[src/rtl/parking_pkg.sv]
// rtl/parking_pkg.sv - shared defaults, error codes and saturation value for the parking tracker
package parking_pkg;

  localparam int TIME_W_DEF = 8;
  localparam int SLOTS_DEF  = 4;

  typedef enum logic [1:0] {
    ERR_NONE     = 2'd0,
    ERR_OCCUPIED = 2'd1,
    ERR_EMPTY    = 2'd2,
    ERR_RANGE    = 2'd3
  } err_code_e;

  localparam logic [TIME_W_DEF-1:0] DUR_SAT = '1;

endpackage

[src/rtl/time_sub_w.sv]
// rtl/time_sub_w.sv - W-bit modular subtractor a - b as a ripple of full adders on ~b with carry-in 1
module time_sub_w #(
  parameter int W = 8
) (
  input  logic [W-1:0] a,
  input  logic [W-1:0] b,
  output logic [W-1:0] diff
);

  logic [W-1:0] b_n;
  logic [W-1:0] carry;

  assign b_n      = ~b;
  assign carry[0] = 1'b1;

  genvar i;
  for (i = 0; i < W; i++) begin : g_fa
    assign diff[i] = a[i] ^ b_n[i] ^ carry[i];
    // The carry out of the top bit is the borrow, which modular time ignores.
    if (i < W - 1) begin : g_carry
      assign carry[i+1] = (a[i] & b_n[i]) | (carry[i] & (a[i] ^ b_n[i]));
    end
  end

endmodule

[src/rtl/parking_duration_tracker.sv]
// rtl/parking_duration_tracker.sv - per-slot entry stamps, lap detection and registered stay durations
module parking_duration_tracker
  import parking_pkg::*;
#(
  parameter  int TIME_W = TIME_W_DEF,
  parameter  int SLOTS  = SLOTS_DEF,
  localparam int SLOT_W = $clog2(SLOTS)
) (
  input  logic              clk,
  input  logic              rst_n,
  input  logic              tick,
  input  logic              enter_valid,
  input  logic [SLOT_W-1:0] enter_slot,
  input  logic              exit_valid,
  input  logic [SLOT_W-1:0] exit_slot,
  output logic              out_valid,
  output logic [SLOT_W-1:0] out_slot,
  output logic [TIME_W-1:0] out_duration,
  output logic              out_overflow,
  output logic              err_enter,
  output logic              err_exit,
  output logic [SLOTS-1:0]  occupied,
  output logic [TIME_W-1:0] now
);

  logic [TIME_W-1:0]             now_q, now_d, now_inc;
  logic [SLOTS-1:0]              occ_q, occ_d;
  logic [SLOTS-1:0]              lap_q, lap_d;
  logic [SLOTS-1:0][TIME_W-1:0]  stamp_q, stamp_d;
  logic                          out_valid_q, out_valid_d;
  logic [SLOT_W-1:0]             out_slot_q, out_slot_d;
  logic [TIME_W-1:0]             out_duration_q, out_duration_d;
  logic                          out_overflow_q, out_overflow_d;
  logic                          err_enter_q, err_enter_d;
  logic                          err_exit_q, err_exit_d;

  logic                          enter_legal, exit_legal;
  logic                          enter_ok, exit_ok, enter_busy;
  err_code_e                     enter_code, exit_code;
  logic [TIME_W-1:0]             stamp_sel, diff;

  if (SLOTS == (1 << SLOT_W)) begin : g_full_range
    assign enter_legal = 1'b1;
    assign exit_legal  = 1'b1;
  end else begin : g_part_range
    assign enter_legal = 32'(enter_slot) < SLOTS;
    assign exit_legal  = 32'(exit_slot) < SLOTS;
  end

  assign now_inc   = now_q + TIME_W'(1);
  assign stamp_sel = exit_legal ? stamp_q[exit_slot] : '0;

  time_sub_w #(.W(TIME_W)) u_sub (
    .a    (now_q),
    .b    (stamp_sel),
    .diff (diff)
  );

  // Exit is judged first so a same-slot entry sees the slot as already vacated.
  always_comb begin
    exit_code = ERR_NONE;
    if (exit_valid) begin
      if (!exit_legal)             exit_code = ERR_RANGE;
      else if (!occ_q[exit_slot])  exit_code = ERR_EMPTY;
    end
    exit_ok = exit_valid && (exit_code == ERR_NONE);

    enter_busy = 1'b0;
    if (enter_legal) begin
      enter_busy = occ_q[enter_slot] && !(exit_ok && (exit_slot == enter_slot));
    end
    enter_code = ERR_NONE;
    if (enter_valid) begin
      if (!enter_legal)    enter_code = ERR_RANGE;
      else if (enter_busy) enter_code = ERR_OCCUPIED;
    end
    enter_ok = enter_valid && (enter_code == ERR_NONE);
  end

  always_comb begin
    now_d          = tick ? now_inc : now_q;
    occ_d          = occ_q;
    lap_d          = lap_q;
    stamp_d        = stamp_q;
    out_valid_d    = exit_ok;
    out_slot_d     = out_slot_q;
    out_duration_d = out_duration_q;
    out_overflow_d = out_overflow_q;
    err_enter_d    = (enter_code != ERR_NONE);
    err_exit_d     = (exit_code != ERR_NONE);

    // Time base coming back round to the stamp means the stay has covered a full lap.
    for (int s = 0; s < SLOTS; s++) begin
      if (tick && occ_q[s] && (now_inc == stamp_q[s])) lap_d[s] = 1'b1;
    end

    if (exit_ok) begin
      out_slot_d         = exit_slot;
      out_duration_d     = lap_q[exit_slot] ? {TIME_W{1'b1}} : diff;
      out_overflow_d     = lap_q[exit_slot];
      occ_d[exit_slot]   = 1'b0;
      lap_d[exit_slot]   = 1'b0;
    end

    if (enter_ok) begin
      stamp_d[enter_slot] = now_q;
      occ_d[enter_slot]   = 1'b1;
      lap_d[enter_slot]   = 1'b0;
    end
  end

  always_ff @(posedge clk or negedge rst_n) begin
    if (!rst_n) begin
      now_q          <= '0;
      occ_q          <= '0;
      lap_q          <= '0;
      stamp_q        <= '0;
      out_valid_q    <= 1'b0;
      out_slot_q     <= '0;
      out_duration_q <= '0;
      out_overflow_q <= 1'b0;
      err_enter_q    <= 1'b0;
      err_exit_q     <= 1'b0;
    end else begin
      now_q          <= now_d;
      occ_q          <= occ_d;
      lap_q          <= lap_d;
      stamp_q        <= stamp_d;
      out_valid_q    <= out_valid_d;
      out_slot_q     <= out_slot_d;
      out_duration_q <= out_duration_d;
      out_overflow_q <= out_overflow_d;
      err_enter_q    <= err_enter_d;
      err_exit_q     <= err_exit_d;
    end
  end

  assign now          = now_q;
  assign occupied     = occ_q;
  assign out_valid    = out_valid_q;
  assign out_slot     = out_slot_q;
  assign out_duration = out_duration_q;
  assign out_overflow = out_overflow_q;
  assign err_enter    = err_enter_q;
  assign err_exit     = err_exit_q;

endmodule

[config.mk]
export PLATFORM = sky130hd
export DESIGN_NAME = parking_duration_tracker
export DESIGN_NICKNAME = d
export VERILOG_FILES = /design/src/rtl/parking_pkg.sv /design/src/rtl/time_sub_w.sv /design/src/rtl/parking_duration_tracker.sv
export SDC_FILE = /design/constraint.sdc
export NUM_CORES = 1
export LEC_CHECK = 0
export ABC_AREA = 1
export CAP_MARGIN = 30
export CORE_MARGIN = 2
export CORE_UTILIZATION = 50
export DETAILED_ROUTE_END_ITERATION = 7
export PLACE_DENSITY = 0.71
export SLEW_MARGIN = 20
export SYNTH_ARGS = -nofsm -noshare
export SYNTH_HDL_FRONTEND = slang
export SYNTH_SLANG_ARGS = --single-unit
[constraint.sdc]
create_clock -name clk -period 7.7 [get_ports clk]
set_input_delay 1.54 -clock clk [delete_from_list [all_inputs] [get_ports clk]]
set_output_delay 1.54 -clock clk [all_outputs]
set_load 0.05 [all_outputs]
==> results.md, run 1 <==
- R2R Setup Slk: 3750 ps
- TritonCTS buffer count: 9
- Syn_area_per_cell: 7.97 um^2
- Layout cells sized above 1: 9.18%
- Sequential share of the synthesized area: 43.2%
- Clk slew on worst S/H paths: 70 ps
- Ports: 35
- Antenna Nets Post-Route: 0
- GR Overflow Total: 0
- Post-synthesis xor/xnor area fraction: 2.44%
- Wirelength per Cell: 15.8 um
- Die extent in x: 88.8 um
- Nets@finish: 502
- Vias/cell: 5.49
- Synth-to-layout area growth: 16.4%
- Syn Nets: 468
- Cell mode on critical path: fa_1
- Hpwl dp: 6780 um
- Clk_lat worst skew: 350 ps
- Setup Fix Bufs, Post-CTS: 0
- First-pass GRT wire length: 15000 um
- Overall Global Routing Usage: 25.5%
- Pwr Total: 1.88 mW
- Reg2Reg Launch Point: now[0]$_DFFE_PN0P_
- Slowest cell delay on critical path: 740 ps
- Worst VDD drop: 237 uV
- WS Path Type: input port to flip-flop
- Post-Layout Inst Area: 4180 um^2
- Routability cong.: 0.961
- Status: complete, no violations
- Max-Cap Viols: 0
- Cell count of the worst hold path: 2
- Slew Limit Headroom: 49.2%
- RSZ-0062 raised after global routing: no
- Final period utilization: 71.8%
- Seq pwr share: 32.9%
- Fin. max-slew vios: 0
- Clock power frac: 17.2%
- Placed inst area: 3960 um^2
- CP endpoint kind: flip-flop
- CP top delay family: adder cells
- Pwr Density: 449 nW/um^2
- CTS Root Cell: clkbuf_8
- Hold WS: 486 ps
- Fraction of synthesized area in multiplexers: 0%
- Setup WS post-layout: 2180 ps
- Data required, critical path: 7930 ps
- IO buf count: 34
- Switch Pwr: 900 uW
- Mapped Area: 3590 um^2
- Worst slew pin tran: 762 ps
- FF-to-FF path depth: 13
- Max Root-Sink Buffers: 2
- CTS resizes: 0
- Placed insts: 570
- Worst EP arrival: 5750 ps
- CTS tree: done
- Clock Skews: 12.9 ps
- Total Negative Setup Slacks: 0 ps
- Die outline height: 88.8 um
- Setup WS pre-CTS: 1890 ps
- Via count: 3217
- P_int: 976 uW
- Die ar.: 7880 um^2
- Post-Layout Cell Count: 586
- Yosys cell types: 36
- Worst min-delay path endpoint: out_slot[1]$_DFFE_PN0P_
- Switching Fraction: 48.0%
- Clock period minus final worst setup slack: 5520 ps
- Mapped Cells: 451
- Inserted Diodes: 0
- Finish-stage setup viols: 0
- Detailed Routing Iterations Pass 1: 5
- Area share of and/or/nand/nor cells after synthesis: 30.0%
- Synth Area in Adders: 4.04%
- YS warnings: 0
- Core Region: 6870 um^2
- H-tree Lvls: 3
- Final hold vios: 0
- Startpoint types: input port
- Iteration-0 DRC Markers: 329
- Pleak: 1.91 nW
- Buffers & Inverters on Critical Path: 3
- CP max stage cell: clkdlybuf4s50_1
- # rows: 30
- Max Fclk: 181 MHz
- Synth Area in Compound Gates: 12.6%
- Cts hold-fix bufs: 0
- Final Core Density: 60.9%
- DR DRC count: 0
- Cells along the critical path: clkdlybuf4s50_1, nor2_1, a22oi_1, o221ai_1, ha_1, fa_1, fa_1, fa_1, inv_1, fa_1, inv_1, fa_1, fa_1, xor2_1, xnor2_1, a21oi_1
- Reg-to-reg endpoint: out_duration[7]$_DFFE_PN0P_
- Min-delay src: out_slot[1]$_DFFE_PN0P_
- Initial antenna violation count: 0
- Vias in the first global route: 3005
- Seq cells post-synth: 62
- Largest net degree at the start of global routing: 63
- WL final: 9260 um
- Largest family of logic cells by synthesized area: simple AND/OR/NAND/NOR gates
- Crit path max fanout: 11
- Min-Delay Path Class: flip-flop to flip-flop
- Gate power share: 50.0%
- Clk sinks: 62
- Initial Utilization: 52.3%
[state kept, by name, indices dropped and copies added, names as in the netlist]
name / cells
out_slot: 2
stamp_q: 32
occupied: 4
err_enter: 1
lap_q: 4
out_duration: 8
out_valid: 1
out_overflow: 1
err_exit: 1
now: 8
[metal layers]
layer / vias up / track usage, % / part of all wire [%]
met3: 20 / 3.54 / 6.4
met4: 0 / 9.92 / 2.5
li1: 1549 / - / -
met1: 1520 / 34.4 / 44
met5: - / 0 / 0
met2: 128 / 41.7 / 47
[logic make-up after synthesis]
kind of cell | count (synthesis)
AOI/OAI and AO/OA | 76
and+or+nand+nor | 236
xor gates and xnor gates | 10
buffers and inverters | 59
DFF | 62
adders and majority gates | 8
[worst reg2reg max path: stages, from the launching register on]
cell,delay [ps]
dfrtp_1,630
inv_1,300
ha_1,290
fa_1,380
fa_1,400
fa_1,370
inv_1,80
fa_1,150
inv_1,50
fa_1,380
fa_1,390
xor2_1,170
xnor2_1,160
a21oi_1,80
[cells in the mapped netlist]
| cell | n | area [um^2] |
|---|---|---|
| nand3_1 | 40 | 200 |
| nor2_1 | 36 | 135 |
| ha_1 | 2 | 25.0 |
| o21ai_1 | 29 | 145 |
| buf_2 | 3 | 15.0 |
| o2111ai_1 | 1 | 8.76 |
| o21ai_0 | 12 | 60.1 |
| o211ai_1 | 2 | 15.0 |
| a21oi_1 | 11 | 55.1 |
| nand3b_1 | 6 | 45.0 |
| a22oi_1 | 8 | 60.1 |
| nand4_1 | 2 | 12.5 |
| clkinv_1 | 1 | 3.75 |
| nand3_2 | 4 | 40.0 |
| o221ai_1 | 5 | 43.8 |
| o21bai_1 | 1 | 7.51 |
| a221oi_1 | 1 | 8.76 |
| fa_1 | 6 | 120 |
| buf_4 | 1 | 7.51 |
| inv_2 | 4 | 15.0 |
| xor2_1 | 4 | 35.0 |
| o21ai_2 | 5 | 43.8 |
| dfrtp_1 | 62 | 1550 |
| buf_6 | 6 | 67.6 |
| nand3_4 | 4 | 70.1 |
| xnor2_1 | 6 | 52.6 |
| clkbuf_1 | 2 | 7.51 |
| o22ai_1 | 1 | 6.26 |
| nand2_4 | 2 | 22.5 |
| nor2_2 | 2 | 12.5 |
| inv_4 | 1 | 6.26 |
| inv_1 | 40 | 150 |
| clkinv_2 | 1 | 5.00 |
| nand2_2 | 3 | 18.8 |
| nand2_1 | 136 | 510 |
| nor2_4 | 1 | 11.3 |
[cell type report]
cell class / instances / area, um^2
clock buffers: 9 / 124
clock inverters: 7 / 98.8
fillers: 648 / 2690
inverters: 47 / 180
multi-input cells: 330 / 1770
flip-flops and latches: 62 / 1550
well taps: 96 / 120
repair buffers: 35 / 343
[cells in the final DEF, fill, tap and decap left out, types with 5 or more instances in the layout]
| master | count |
|---|---|
| xnor2_1 | 6 |
| a22oi_1 | 8 |
| o21ai_0 | 12 |
| o21ai_2 | 5 |
| o221ai_1 | 5 |
| clkbuf_8 | 9 |
| nand2_1 | 136 |
| nand3_1 | 40 |
| clkdlybuf4s50_1 | 33 |
| o21ai_1 | 29 |
| a21oi_1 | 11 |
| fa_1 | 6 |
| nor2_1 | 36 |
| dfrtp_1 | 62 |
| nand3b_1 | 6 |
| inv_1 | 40 |
[worst max-delay path by stage]
stage	start	endpoint	depth (start not counted)
after floorplan	exit_slot[0]	out_duration[7]$_DFFE_PN0P_	17
after global placement	exit_slot[0]	out_duration[7]$_DFFE_PN0P_	16
after detailed placement	exit_slot[0]	out_duration[7]$_DFFE_PN0P_	16
after CTS	exit_slot[0]	out_duration[7]$_DFFE_PN0P_	16
after global routing	exit_slot[0]	out_duration[7]$_DFFE_PN0P_	16
final	exit_slot[0]	out_duration[7]$_DFFE_PN0P_	16
[power groups by stage]
stage / Sequential, mW / Combinational [mW] / Clock (mW)
floorplan: 0.765 / 0.498 / 0
global placement: 0.618 / 0.917 / 0
detailed placement: 0.618 / 0.930 / 0
CTS: 0.613 / 0.935 / 0.326
global route: 0.631 / 1.04 / 0.340
finish: 0.617 / 0.937 / 0.322
No activity file was read; power rests on OpenSTA's default activity.
==> inputs of run 2 (changes only) <==
==> constraint.sdc (replaced) <==
create_clock -name clk -period 5.7 [get_ports clk]
set_input_delay 1.14 -clock clk [delete_from_list [all_inputs] [get_ports clk]]
set_output_delay 1.14 -clock clk [all_outputs]
set_load 0.05 [all_outputs]
==> results.md, run 2 (synthesis results as in run 1) <==
- WS Path Type: input port to flip-flop
- RSZ-0062 raised after global routing: no
- Initial Utilization: 52.3% (unchanged)
- Routability cong.: 0.917 (-4.6%)
- Antenna Nets Post-Route: 0 (unchanged)
- Max-Cap Viols: 0 (unchanged)
- Max Root-Sink Buffers: 2 (unchanged)
- Die ar.: 7880 um^2 (unchanged)
- Slew Limit Headroom: 47.6% (-1.5 points)
- # rows: 30 (unchanged)
- CP endpoint kind: flip-flop
- CP max stage cell: clkdlybuf4s50_1
- Data required, critical path: 5920 ps (-2010 ps)
- CP top delay family: adder cells
- Via count: 3190 (-0.84%)
- Synth-to-layout area growth: 16.0%
- Setup Fix Bufs, Post-CTS: 0 (unchanged)
- WL final: 9300 um (+0.52%)
- TritonCTS buffer count: 9 (unchanged)
- GR Overflow Total: 0 (unchanged)
- Inserted Diodes: 0 (unchanged)
- Worst VDD drop: 273 uV (+15%)
- Clk sinks: 62 (unchanged)
- Startpoint types: input port
- Die outline height: 88.8 um (unchanged)
- Fin. max-slew vios: 0 (unchanged)
- First-pass GRT wire length: 15400 um (+2.9%)
- Initial antenna violation count: 0 (unchanged)
- Layout cells sized above 1: 9.55% (+0.37 points)
- Clk slew on worst S/H paths: 70 ps (about the same)
- Core Region: 6870 um^2 (unchanged)
- IO buf count: 34 (unchanged)
- CTS Root Cell: clkbuf_8
- CTS tree: done
- Max Fclk: 199 MHz
- Fillers: 634 (-2.2%)
- Die extent in x: 88.8 um (unchanged)
- Status: complete, no violations
- Most common cell after layout, fill and taps aside: nand2_1
- Clock period minus final worst setup slack: 5030 ps
- Nets@finish: 505 (+0.60%)
- Hpwl dp: 6750 um (-0.42%)
- Min-Delay Path Class: flip-flop to flip-flop
- Worst EP arrival: 5240 ps (-510 ps)
- DR DRC count: 0 (unchanged)
- Detailed Routing Iterations Pass 1: 4 (-1)
- Largest net degree at the start of global routing: 63 (unchanged)
- Clock Skews: 9.05 ps (-3.85 ps)
- Ports: 35 (unchanged)
- Slowest cell delay on critical path: 690 ps (-50 ps)
- Vias in the first global route: 3091 (+2.9%)
- Final period utilization: 88.2%
- Hold WS: 497 ps (+11.3 ps)
- Buffers & Inverters on Critical Path: 5 (+2)
- Largest register FFs: 32 (unchanged)
- Total Negative Setup Slacks: 0 ps (unchanged)
- Commonest non-fill, non-tap cells in the layout: nand2_1, dfrtp_1, inv_1, nand3_1, nor2_1
- Clk_lat worst skew: 340 ps (about the same)
- Largest reg by FF count: stamp_q
- Cell mode on critical path: fa_1
- CTS resizes: 0 (unchanged)
- H-tree Lvls: 3 (unchanged)
- Wirelength per Cell: 15.8 um (+0.18%)
- Final hold vios: 0 (unchanged)
- Pwr Density: 596 nW/um^2 (+33%)
- Crit path max fanout: 9 (-2)
- Cells along the critical path: clkdlybuf4s50_1, clkinv_2, nand2_4, inv_4, a22oi_1, o221ai_1, ha_1, fa_1, fa_1, fa_1, inv_1, fa_1, inv_1, fa_1, fa_1, xor2_1, xnor2_1, a21oi_1
- Cts hold-fix bufs: 0 (unchanged)
- Iteration-0 DRC Markers: 161 (-51%)
- Pleak: 1.92 nW (+0.33%)
- Finish-stage setup viols: 0 (unchanged)
- Worst slew pin tran: 786 ps (+23.2 ps)
- Vias/cell: 5.43 (-1.2%)
- Overall Global Routing Usage: 26.2% (+0.74 points)
-- run 2: tightest hold or removal path: stages, from the launching register on --
cell     delay (ps)
dfrtp_1         350
nand2_1          60
nand2_1          60
-- run 2: stage by stage --
step           total power, mW  utilization [%]  cell area (um^2)  setup WS (ps)  cells
3_3_place_gp              2.08             58.0              3980            469    573
5_1_grt                   2.67             60.7              4170            427    588
2_1_floorplan             1.71                -              3590           1130    451
3_5_place_dp              2.10             58.0              3980            341    573
4_1_cts                   2.49             60.7              4170            702    588
6_report                  2.49             60.7              4170            674    588
-- run 2: routing by layer --
metal / vias to the layer above / wire [um] / global-route usage, %
met5: - / 0 / 0
met4: 0 / 206 / 12.3
met3: 15 / 502 / 4.20
met2: 101 / 4410 / 41.5
met1: 1523 / 4180 / 35.4
li1: 1551 / - / -
-- run 2: final timing paths --
check | start | endpoint | slack (ps) | depth (start not counted)
min | out_duration[4]$_DFFE_PN0P_ | out_duration[4]$_DFFE_PN0P_ | 500 | 2
min in group asynchronous | rst_n | out_duration[2]$_DFFE_PN0P_ | 960 | 2
max in group asynchronous | rst_n | stamp_q[27]$_DFFE_PN0P_ | 4220 | 2
max reg2reg | now[0]$_DFFE_PN0P_ | out_duration[7]$_DFFE_PN0P_ | 1770 | 13
min reg2reg | out_duration[4]$_DFFE_PN0P_ | out_duration[4]$_DFFE_PN0P_ | 500 | 2
max | exit_slot[1] | out_duration[7]$_DFFE_PN0P_ | 670 | 18
-- run 2: final cells by class --
type / count / area [um^2] / share of cell area [%]
inverters: 47 / 180 / 4.32
multi-input cells: 330 / 1770 / 42.3
clock buffers: 10 / 138 / 3.30
clock inverters: 5 / 50.0 / 1.20
flip-flops and latches: 62 / 1550 / 37.2
well taps: 96 / 120 / 2.88
repair buffers: 38 / 365 / 8.76
-- run 2: power breakdown --
part / total (mW) / leakage [nW] / internal (mW) / switching (mW)
clock: 0.379 / 0.102 / 0.208 / 0.171
combinational: 1.28 / 1.03 / 0.457 / 0.820
sequential: 0.829 / 0.782 / 0.623 / 0.206
